**config.mk**
```make
export PLATFORM = sky130hd
export DESIGN_NAME = pipe_skid_reg
export DESIGN_NICKNAME = d
export VERILOG_FILES = /design/src/rtl/pipe_pkg.sv /design/src/rtl/pipe_sat_counter.sv /design/src/rtl/pipe_skid_reg.sv
export SDC_FILE = /design/constraint.sdc
export NUM_CORES = 1
export LEC_CHECK = 0
export BUFFER_PORTS_ARGS = -buffer_cell sky130_fd_sc_hd__buf_4
export CAP_MARGIN = 20
export CORE_MARGIN = 1
export CORE_UTILIZATION = 41
export CTS_CLUSTER_DIAMETER = 40
export DETAILED_ROUTE_END_ITERATION = 8
export GPL_TIMING_DRIVEN = 0
export HOLD_SLACK_MARGIN = 0.05
export PLACE_DENSITY_LB_ADDON = 0.2
export SLEW_MARGIN = 25
export SYNTH_ARGS = -nofsm -noshare
export SYNTH_HDL_FRONTEND = slang
export SYNTH_SLANG_ARGS = --single-unit
```
**constraint.sdc**
```tcl
create_clock -name clk_i -period 2.8 [get_ports clk_i]
set_clock_uncertainty 0.15 [all_clocks]
set_input_delay 0.56 -clock clk_i [delete_from_list [all_inputs] [get_ports clk_i]]
set_output_delay 0.56 -clock clk_i [all_outputs]
set_load 0.01 [all_outputs]
```
**src/rtl/pipe_pkg.sv**
```systemverilog
// Shared definitions for pipeline stage registers.
package pipe_pkg;

  localparam int unsigned StateW = 2;

  // The state encoding doubles as the occupancy count.
  localparam logic [StateW-1:0] ST_EMPTY = 2'd0;
  localparam logic [StateW-1:0] ST_ONE   = 2'd1;
  localparam logic [StateW-1:0] ST_FULL  = 2'd2;

endpackage

```
**src/rtl/pipe_sat_counter.sv**
```systemverilog
// Saturating up-counter; holds at all-ones once reached.
module pipe_sat_counter #(
  parameter int unsigned CNT_W = 16
) (
  input  logic             clk_i,
  input  logic             rst_ni,
  input  logic             inc_i,
  output logic [CNT_W-1:0] cnt_o
);

  logic [CNT_W-1:0] cnt_d, cnt_q;

  // Increment unless already saturated.
  always_comb begin
    cnt_d = cnt_q;
    if (inc_i && (cnt_q != {CNT_W{1'b1}})) begin
      cnt_d = cnt_q + 1'b1;
    end
  end

  // Counter state.
  always_ff @(posedge clk_i or negedge rst_ni) begin
    if (!rst_ni) begin
      cnt_q <= '0;
    end else begin
      cnt_q <= cnt_d;
    end
  end

  assign cnt_o = cnt_q;

endmodule

```
**src/rtl/pipe_skid_reg.sv**
```systemverilog
// Two-entry skid-buffered pipeline register with registered in_ready, flush,
// occupancy output and saturating stall counter.
module pipe_skid_reg
  import pipe_pkg::*;
#(
  parameter int unsigned WIDTH      = 32,
  parameter bit          CLEAR_DATA = 1'b1,
  parameter int unsigned CNT_W      = 16
) (
  input  logic             clk_i,
  input  logic             rst_ni,
  input  logic             flush_i,
  input  logic             in_valid_i,
  output logic             in_ready_o,
  input  logic [WIDTH-1:0] in_data_i,
  output logic             out_valid_o,
  input  logic             out_ready_i,
  output logic [WIDTH-1:0] out_data_o,
  output logic [1:0]       level_o,
  output logic [CNT_W-1:0] stall_cnt_o
);

  logic [StateW-1:0] state_d, state_q;
  logic [WIDTH-1:0]  main_d, main_q;
  logic [WIDTH-1:0]  skid_d, skid_q;
  logic              in_ready_d, in_ready_q;
  logic              in_fire, out_fire;

  assign out_valid_o = (state_q != ST_EMPTY);
  assign in_fire     = in_valid_i & in_ready_q;
  assign out_fire    = out_valid_o & out_ready_i;

  // Next-state and data steering; flush overrides any handshake.
  always_comb begin
    state_d = state_q;
    main_d  = main_q;
    skid_d  = skid_q;
    if (flush_i) begin
      state_d = ST_EMPTY;
      if (CLEAR_DATA) begin
        main_d = '0;
        skid_d = '0;
      end
    end else begin
      unique case (state_q)
        ST_EMPTY: begin
          if (in_fire) begin
            main_d  = in_data_i;
            state_d = ST_ONE;
          end
        end
        ST_ONE: begin
          if (in_fire && out_fire) begin
            main_d = in_data_i;
          end else if (in_fire) begin
            skid_d  = in_data_i;
            state_d = ST_FULL;
          end else if (out_fire) begin
            state_d = ST_EMPTY;
          end
        end
        ST_FULL: begin
          // in_ready is low here, so only the drain side can move.
          if (out_fire) begin
            main_d  = skid_q;
            state_d = ST_ONE;
          end
        end
        default: state_d = ST_EMPTY;
      endcase
    end
    // Derived from next state only, so no path from out_ready to in_ready.
    in_ready_d = (state_d != ST_FULL);
  end

  // Stage state and payload registers.
  always_ff @(posedge clk_i or negedge rst_ni) begin
    if (!rst_ni) begin
      state_q    <= ST_EMPTY;
      in_ready_q <= 1'b0;
      main_q     <= '0;
      skid_q     <= '0;
    end else begin
      state_q    <= state_d;
      in_ready_q <= in_ready_d;
      main_q     <= main_d;
      skid_q     <= skid_d;
    end
  end

  assign in_ready_o = in_ready_q;
  assign out_data_o = main_q;
  assign level_o    = state_q;

  pipe_sat_counter #(
    .CNT_W (CNT_W)
  ) u_stall_cnt (
    .clk_i  (clk_i),
    .rst_ni (rst_ni),
    .inc_i  (out_valid_o & ~out_ready_i),
    .cnt_o  (stall_cnt_o)
  );

endmodule

```
Yosys cells after proc, flatten, opt, wreduce, memory -nomap -nowiden
Cells that the tools add are included.
{ "word_totals": {"regBits": 83, "in_bits": 37, "output_inout_bits": 52, "word_cells": 42} }
{ "classes": {"n_addsub": 1, "eq_ne": 8, "n_mux": 15, "bitwise_logic": 4, "reduce_logical": 9} }
{ "op_table": {"columns": ["cell", "n"], "rows": [
  ["two-way mux 32 bit", 7],
  ["one-hot mux 32 bit (3 select lines)", 1],
  ["adder 16 x 1 -> 16 bit (second input constant)", 1],
  ["!= test 16 bit (second input constant)", 1],
  ["two-way mux 2 bit", 6],
  ["!= test 3 bit (second input constant)", 3],
  ["one-hot mux 2 bit (3 select lines)", 1],
  ["nonzero test 2 bit", 3],
  ["!= test 2 bit (second input constant)", 2],
  ["AND reduction 4 bit", 1],
  ["nonzero test 4 bit", 1],
  ["bitwise AND 1 bit", 3],
  ["AND reduction 3 bit", 1],
  ["equality test 2 x 1 -> 1 bit (second input constant)", 1],
  ["equality test 2 bit (second input constant)", 1],
  ["logical AND 1 bit", 2],
  ["logical NOT 2 bit", 1],
  ["NOT 1 bit", 1]
]} }

Logic depth before layout (Yosys ltp)
Gate-level depths: netlist (run 1).
{ "logic_depth": {"ltp_word": 8, "mapped_depth": 6, "mapped_depth_nobuf": 5} }

Modules after synthesis
Synthesis (run 1) repeated with hierarchy kept, for this count alone.
{ "hier_totals": {"cells_unflattened": 305, "area_unflattened_um2": 3891.2} }
{ "by_module_without_submodules": {"columns": ["module", "instances", "cells_per_inst", "area_each_um2", "seq_area_each_um2"], "rows": [
  ["pipe_skid_reg", 1, 233, 3031.7, 1676.6],
  ["pipe_sat_counter", 1, 72, 859.6, 400.4]
]} }

Worst setup path before layout (run 1)
OpenSTA, ideal clock, no wires.
{ "synth_timing": {"path_kind": "input to register", "start": "in out_ready_i", "end": "reg u_stall_cnt.cnt_q[12], in the netlist u_stall_cnt.cnt_o[12]", "setup_ps": 125, "arrival_ps": 1523, "t_required_ps": 2525, "setup_slack_ps": 1003, "stages": 4, "n_path_buf": 0, "cell_sequence": "o21ba_2 -> nand4_2 -> nor3_1 -> mux2_2"} }
{ "synth_between": {"elab_chain_len": 3} }
{ "synth_rtl": {"columns": ["element", "line", "rtl"], "rows": [
  ["start, declared", "pipe_skid_reg.sv:17", "input logic out_ready_i,"],
  ["NOT 1 bit", "pipe_skid_reg.sv:100", ".inc_i (out_valid_o & ~out_ready_i),"],
  ["bitwise AND 1 bit", "pipe_skid_reg.sv:100", null],
  ["logical AND 1 bit", "pipe_sat_counter.sv:16", "if (inc_i && (cnt_q != {CNT_W{1'b1}})) begin"],
  ["end signal, assigned", "pipe_sat_counter.sv:26", "cnt_q <= cnt_d;"],
  ["end, declared", "pipe_sat_counter.sv:11", "logic [CNT_W-1:0] cnt_d, cnt_q;"]
]} }
Every way passes these cells.
A chain may end at the register's enable or synchronous reset.

Worst setup path after layout (run 1)
{ "layout_timing": {"start": "reg state_q[1], in the netlist level_o[1]", "end": "out out_valid_o"} }
{ "layout_between": {"elab_chain_len": 1} }
{ "layout_rtl": {"columns": ["element", "line", "rtl"], "rows": [
  ["start, declared", "pipe_skid_reg.sv:23", "logic [StateW-1:0] state_d, state_q;"],
  ["start signal, assigned", "pipe_skid_reg.sv:84", "state_q <= state_d;"],
  ["nonzero test 2 bit", "pipe_skid_reg.sv:29", "assign out_valid_o = (state_q != ST_EMPTY);"],
  ["end, declared", "pipe_skid_reg.sv:16", "output logic out_valid_o,"]
]} }
Every way passes these cells.

==> reports/metrics.cfg, run 1 <==
[run_status]
outcome = finished with violations
violations = design-rule violations

[power_and_ir_drop]
p_comb_share_pct = 18.6
power_density_nw_per_um2 = 595
power.leakage_nw = 2.45
switching_share_pct = 27.9
internal_power_mw = 2.06
vdd_drop_max_v = 0.000276
sequentialPowerShare_pct = 48.3
total_power_mw = 2.86
p_clk_share_pct = 33.1
switchingPower_mw = 0.799

[die]
coreArea_um2 = 8810
initial_utilization_pct = 42.9
dieHeight_um = 98.0
dieArea_um2 = 9610
io_pins = 89
die_x_um = 98.0
num_rows = 34

[placed_design]
dp_cells = 569
dpl-instance-area_um2 = 4590
portBuffers = 87
place_hpwl_um = 6280
gp_congestion = 0.773
post-place-ws_ps = 513

[grt]
grt_pass1_wl_um = 15000
grt_start_max_net_pins = 47
overflow = 0
antenna_found_initial = 0
grt_pass1_vias = 3032
grt_use_total_pct = 19.8

[synthesis]
synthFlopType = dfrtp_1
async_flop_share_pct = 100
synth_top_family_by_area = simple AND/OR/NAND/NOR gates
synth_edf_count = 0
synth_mux_area_share_pct = 9.07
synth_area_um2 = 3780
synth_compound_area_share_pct = 13.0
synth-simple-area-share_pct = 16.6
synth-seq-cells = 83
yosysWarningCount = 0
synth_adder_area_share_pct = 0.331
synth-xor-area-share_pct = 3.01
synthCells = 373
synth_seq_area_share_pct = 54.9
avgSynthCellArea_um2 = 10.1
synth_nets = 411
yosysUniqueCellTypes = 34

[worst_setup_path]
r2r_setup_slack_ps = 820
cp.depth = 2
cp-startpoint = level_o[1]
worstSetupStartpointType = register
cp.buffers_inverters = 1
r2r_start = in_ready_o
path_class = register to output pin
r2r_end = skid_q[4]
crit_family = flip-flops
rr_worst_depth = 5
critical_path.cell_chain = or2_2, buf_4
slowest_delay_ps = 460
arrival_ps = 1310
cp_max_fo = 9
endpoint_kind = output pin
cp_data_required_time_ps = 2090
crit_slowest_cell = dfrtp_1

[sta]
worst_pin_slew_ps = 608
holdWs_ps = 63.0
setup-tns-final_ps = 0
rsz0062_at_grt = no
max_clock_freq_mhz = 494
final_max_slew_viol_count = 0
max-slew-margin-rel_pct = 59.4
fin_crit_sh_pct = 72.2
min_period_ps = 2020
setup_viol = 0
hold_viol = 0
setup_slack_ps = 777

[clocking]
h-tree-depth = 3
cts_hold_buf = 0
cts.clk_slew.worst_paths_ps = 80
clkLatencyLatePin_ps = 350
clockBufferDepth = 2
cts_tree = built
postCtsResizedCells = 0
cts.sinks = 83
root_buffer = clkbuf_8
cts_buffers = 9
post-cts-setup-buffers = 0

[cells_and_area]
stdcell_count = 584
final_core_util_pct = 54.5
nNetsFinal = 510
area_growth_syn_to_layout_pct = 27.1
n_antenna_cell = 0
design_area_um2 = 4800
layout-drive-gt1-share_pct = 25.2

[drt]
dr.pass1.iters = 6
drc = 7
wl_per_cell_um = 15.3
drt_iter0_markers = 170
ant_nets = 0
drt_wl_total_um = 8940
vias = 3030
viasPerCell = 5.19

[run]
cap_violations = 0

[min_path]
hold_class = input port to asynchronous set/reset pin

[Yosys cell counts (2+ instances only)]
master    count  area [µm²]
mux2_2        2        22.5
nor2_1       37         139
nand2_1      75         282
and3_1        2        12.5
mux2i_1      32         320
a21oi_1      35         175
buf_4         3        22.5
clkbuf_1     14        52.6
nand3_1       3        15.0
dfrtp_1      83        2080
buf_2         7        35.0
nor3_1        9        45.0
a211oi_1     33         248
nor4_1        3        18.8
xor2_1       12         105
nand4_1       4        25.0
nand2b_1      2        12.5
[layout make-up]
type / count / area (µm²)
fillers: 819 / 4000
flip-flops and latches: 83 / 2080
multi-input cells: 265 / 1590
repair buffers: 88 / 673
clock buffers: 10 / 138
well taps: 108 / 135
plain buffers: 24 / 110
clock inverters: 5 / 77.6
inverters: 1 / 3.75
[worst max path at each step]
stage	slack, ps	to
2_1_floorplan	1000	u_stall_cnt.cnt_o[12]
3_3_place_gp	480	skid_q[5]
3_5_place_dp	510	skid_q[0]
4_1_cts	760	out_valid_o
5_1_grt	550	skid_q[4]
6_report	780	out_valid_o
[power by group through the flow]
stage	logic (mW)	registers [mW]	clock network [mW]
after floorplan	0.227	1.43	0
after global placement	0.525	1.40	0
after detailed placement	0.539	1.40	0
after CTS	0.540	1.38	0.966
after global routing	0.586	1.40	1.03
final	0.533	1.38	0.945
[kinds of logic (layout without fill, tap and decap cells)]
logic type,count (synthesis),count (layout)
AND/OR/NAND/NOR,143,143
buffers and inverters,25,128
flip-flops,83,83
adder cells (fa/ha/maj),1,1
AO/OA/AOI/OAI,74,74
XOR/XNOR,13,13
multiplexers,34,34
[registers in the layout, summed over array words and instances (netlist names)]
signal             cells
skid_q                32
out_data_o            32
in_ready_o             1
u_stall_cnt.cnt_o     16
level_o                2
[cell usage in the layout, fill, tap and decap left out, drive strengths merged]
| cell | count |
|---|---|
| buf | 98 |
| dfrtp | 83 |
| nand2 | 75 |
| nor2 | 37 |
| a21oi | 35 |
| a211oi | 33 |
| mux2i | 32 |
| clkbuf | 24 |
| xor2 | 12 |
| nor3 | 9 |
| nand4 | 5 |
| nor4 | 4 |
| nand3 | 3 |
| nand2b | 2 |
| and3 | 2 |
| mux2 | 2 |
| bufinv | 2 |
| clkinv | 2 |
| inv | 1 |
| xnor2 | 1 |
| o22a | 1 |
| or2 | 1 |
| a211o | 1 |
| or3 | 1 |
| nand4b | 1 |
| o221ai | 1 |
| o21ba | 1 |
| and4 | 1 |
| nor2b | 1 |
| a31oi | 1 |
| nor4b | 1 |
| a41oi | 1 |
| ha | 1 |
| clkinvlp | 1 |
[layer usage]
layer / track usage, % / vias to the layer above / part of all wire [%]
li1: - / 1495 / -
met3: 4.94 / 9 / 4.7
met4: 6.76 / 0 / 1.4
met2: 31.6 / 66 / 47
met1: 26.2 / 1460 / 47
met5: 0 / - / 0
[worst reg2reg max path, stage by stage, from the launching register on]
cell      delay (ps)
dfrtp_1          380
nand2_1          160
nor3_1           510
clkbuf_1         470
nand2_1          100
a21oi_1          140
Note: power is estimated with default switching activity, not from simulation.
==> run 2: changes to the inputs <==
==> constraint.sdc (replaced) <==
create_clock -name clk_i -period 2 [get_ports clk_i]
set_clock_uncertainty 0.15 [all_clocks]
set_input_delay 0.4 -clock clk_i [delete_from_list [all_inputs] [get_ports clk_i]]
set_output_delay 0.4 -clock clk_i [all_outputs]
set_load 0.01 [all_outputs]
==> run 2 against run 1 <==
Compared with the run above:
- the flow still finishes with violations (design-rule violations)
- first-iteration DRC count down 3.5%
- via count up 0.99%
- core utilization up 0.72 points
- combinational power up 44%
- cell count up 0.68%
- sequential power up 41%
- largest cell class unchanged
- global-route usage unchanged
- sequential share of layout area down 0.57 points
- sequential cell count unchanged
- setup slack worse by 650 ps
==> reports/metrics.cfg, run 2 (synthesis gave the netlist of run 1 again) <==
[clocking]
root_buffer = clkbuf_8
cts_buffers = 9  ; unchanged
cts.clk_slew.worst_paths_ps = 80  ; about the same
cts_tree = built
h-tree-depth = 3  ; unchanged
cts.sinks = 83  ; unchanged
clockBufferDepth = 2  ; unchanged
clkLatencyLatePin_ps = 350  ; about the same

[drt]
drt_wl_total_um = 9020  ; +0.85%
viasPerCell = 5.20  ; +0.30%
vias = 3060  ; +0.99%
drc = 7  ; unchanged
ant_nets = 0  ; unchanged
wl_per_cell_um = 15.3  ; +0.16%
dr.pass1.iters = 6  ; unchanged
drt_iter0_markers = 164  ; -3.5%

[sta]
rsz0062_at_grt = no
final_max_slew_viol_count = 0  ; unchanged
fin_crit_sh_pct = 93.8
setup_slack_ps = 124  ; -654 ps
worst_pin_slew_ps = 607  ; -0.874 ps
max-slew-margin-rel_pct = 59.5  ; about the same
max_clock_freq_mhz = 533
holdWs_ps = 89.2  ; +26.2 ps
hold_viol = 0  ; unchanged
setup-tns-final_ps = 0  ; unchanged
min_period_ps = 1880
setup_viol = 0  ; unchanged

[worst_setup_path]
cp.buffers_inverters = 1  ; unchanged
r2r_end = u_stall_cnt.cnt_o[1]
arrival_ps = 1330  ; +20 ps
path_class = register to output pin
critical_path.cell_chain = or2_2, buf_4
cp-startpoint = level_o[1]
crit_slowest_cell = dfrtp_1
endpoint_kind = output pin
worstSetupStartpointType = register
cp_data_required_time_ps = 1450  ; -640 ps
r2r_start = u_stall_cnt.cnt_o[8]
crit_family = flip-flops
critPathCapture = out_valid_o
cp_max_fo = 9  ; unchanged
slowest_delay_ps = 470  ; about the same
r2r_setup_slack_ps = 140  ; -680 ps
cp.depth = 2  ; unchanged
rr_worst_depth = 4  ; -1

[placed_design]
dp_cells = 569  ; unchanged
gp_congestion = 0.773  ; unchanged
post-place-ws_ps = -127  ; -640 ps
dpl-instance-area_um2 = 4590  ; unchanged
place_hpwl_um = 6280  ; unchanged
portBuffers = 87  ; unchanged

[cells_and_area]
area_growth_syn_to_layout_pct = 28.8
layout-drive-gt1-share_pct = 27.3  ; +2.1 points
n_antenna_cell = 0  ; unchanged
nNetsFinal = 514  ; +0.78%
design_area_um2 = 4870  ; +1.3%
final_common_cell = buf_4
stdcell_count = 588  ; +0.68%
final_core_util_pct = 55.3  ; +0.72 points
mostFrequentLayoutCells = buf_4, dfrtp_1, nand2_1, nor2_1, a21oi_1

[die]
die_x_um = 98.0  ; unchanged
io_pins = 89  ; unchanged
initial_utilization_pct = 42.9  ; unchanged
coreArea_um2 = 8810  ; unchanged
num_rows = 34  ; unchanged
dieHeight_um = 98.0  ; unchanged
dieArea_um2 = 9610  ; unchanged

[power_and_ir_drop]
total_power_mw = 4.04  ; +41%
power_density_nw_per_um2 = 829  ; +39%
vdd_drop_max_v = 0.000386  ; +40%
power.leakage_nw = 2.50  ; +1.8%

[grt]
grt_pass1_vias = 3032  ; unchanged
antenna_found_initial = 0  ; unchanged
grt_pass1_wl_um = 15000  ; unchanged
grt_start_max_net_pins = 47  ; unchanged
grt_use_total_pct = 19.8  ; unchanged
overflow = 0  ; unchanged

[min_path]
hold_class = input port to register

[run_status]
outcome = finished with violations
violations = design-rule violations

[run]
cap_violations = 0  ; unchanged

-- run 2: routing by layer --
layer,GRT usage [%],vias to the layer above,part of all wire [%]
met3,4.94,11,4.6
li1,-,1508,-
met2,31.6,64,47
met5,0,-,0
met4,6.76,0,1.6
met1,26.2,1477,47
-- run 2: worst min path at each step --
| stage | endpoint | slack (ps) | cells after the start | startpoint |
|---|---|---|---|---|
| final | level_o[1] | 90 | 2 | out_ready_i |
| after global routing | level_o[1] | 90 | 2 | out_ready_i |
| after CTS | level_o[1] | 80 | 2 | out_ready_i |
| after detailed placement | u_stall_cnt.cnt_o[7] | 300 | 1 | rst_ni |
| after global placement | u_stall_cnt.cnt_o[15] | 330 | 1 | u_stall_cnt.cnt_o[15] |
| after floorplan | in_ready_o | -50 | 0 | rst_ni |
-- run 2: repair_timing --
item / CTS / global route
hold buffers: 1 / 0
hold endpoints to repair: 45 / 0
endpoints found under the setup margin: 4 / 56
pin swaps: 0 / 1
cloned: 0 / 0
buffers inserted: 0 / 3
gates resized for setup: 1 / 18
-- run 2: area by class of cell --
class                   instances  area [µm²]
clock inverters                 5        77.6
well taps                     108         135
fillers                       817        3940
plain buffers                  24         131
repair buffers                 92         706
clock buffers                  10         138
inverters                       1        3.75
multi-input cells             265        1600
flip-flops and latches         83        2080
-- run 2: power breakdown --
part           switching, mW  leakage (nW)  internal, mW
Combinational          0.404          1.28         0.365
Sequential             0.125          1.11          1.81
Clock                  0.604         0.108         0.727
Total                   1.13          2.50          2.90
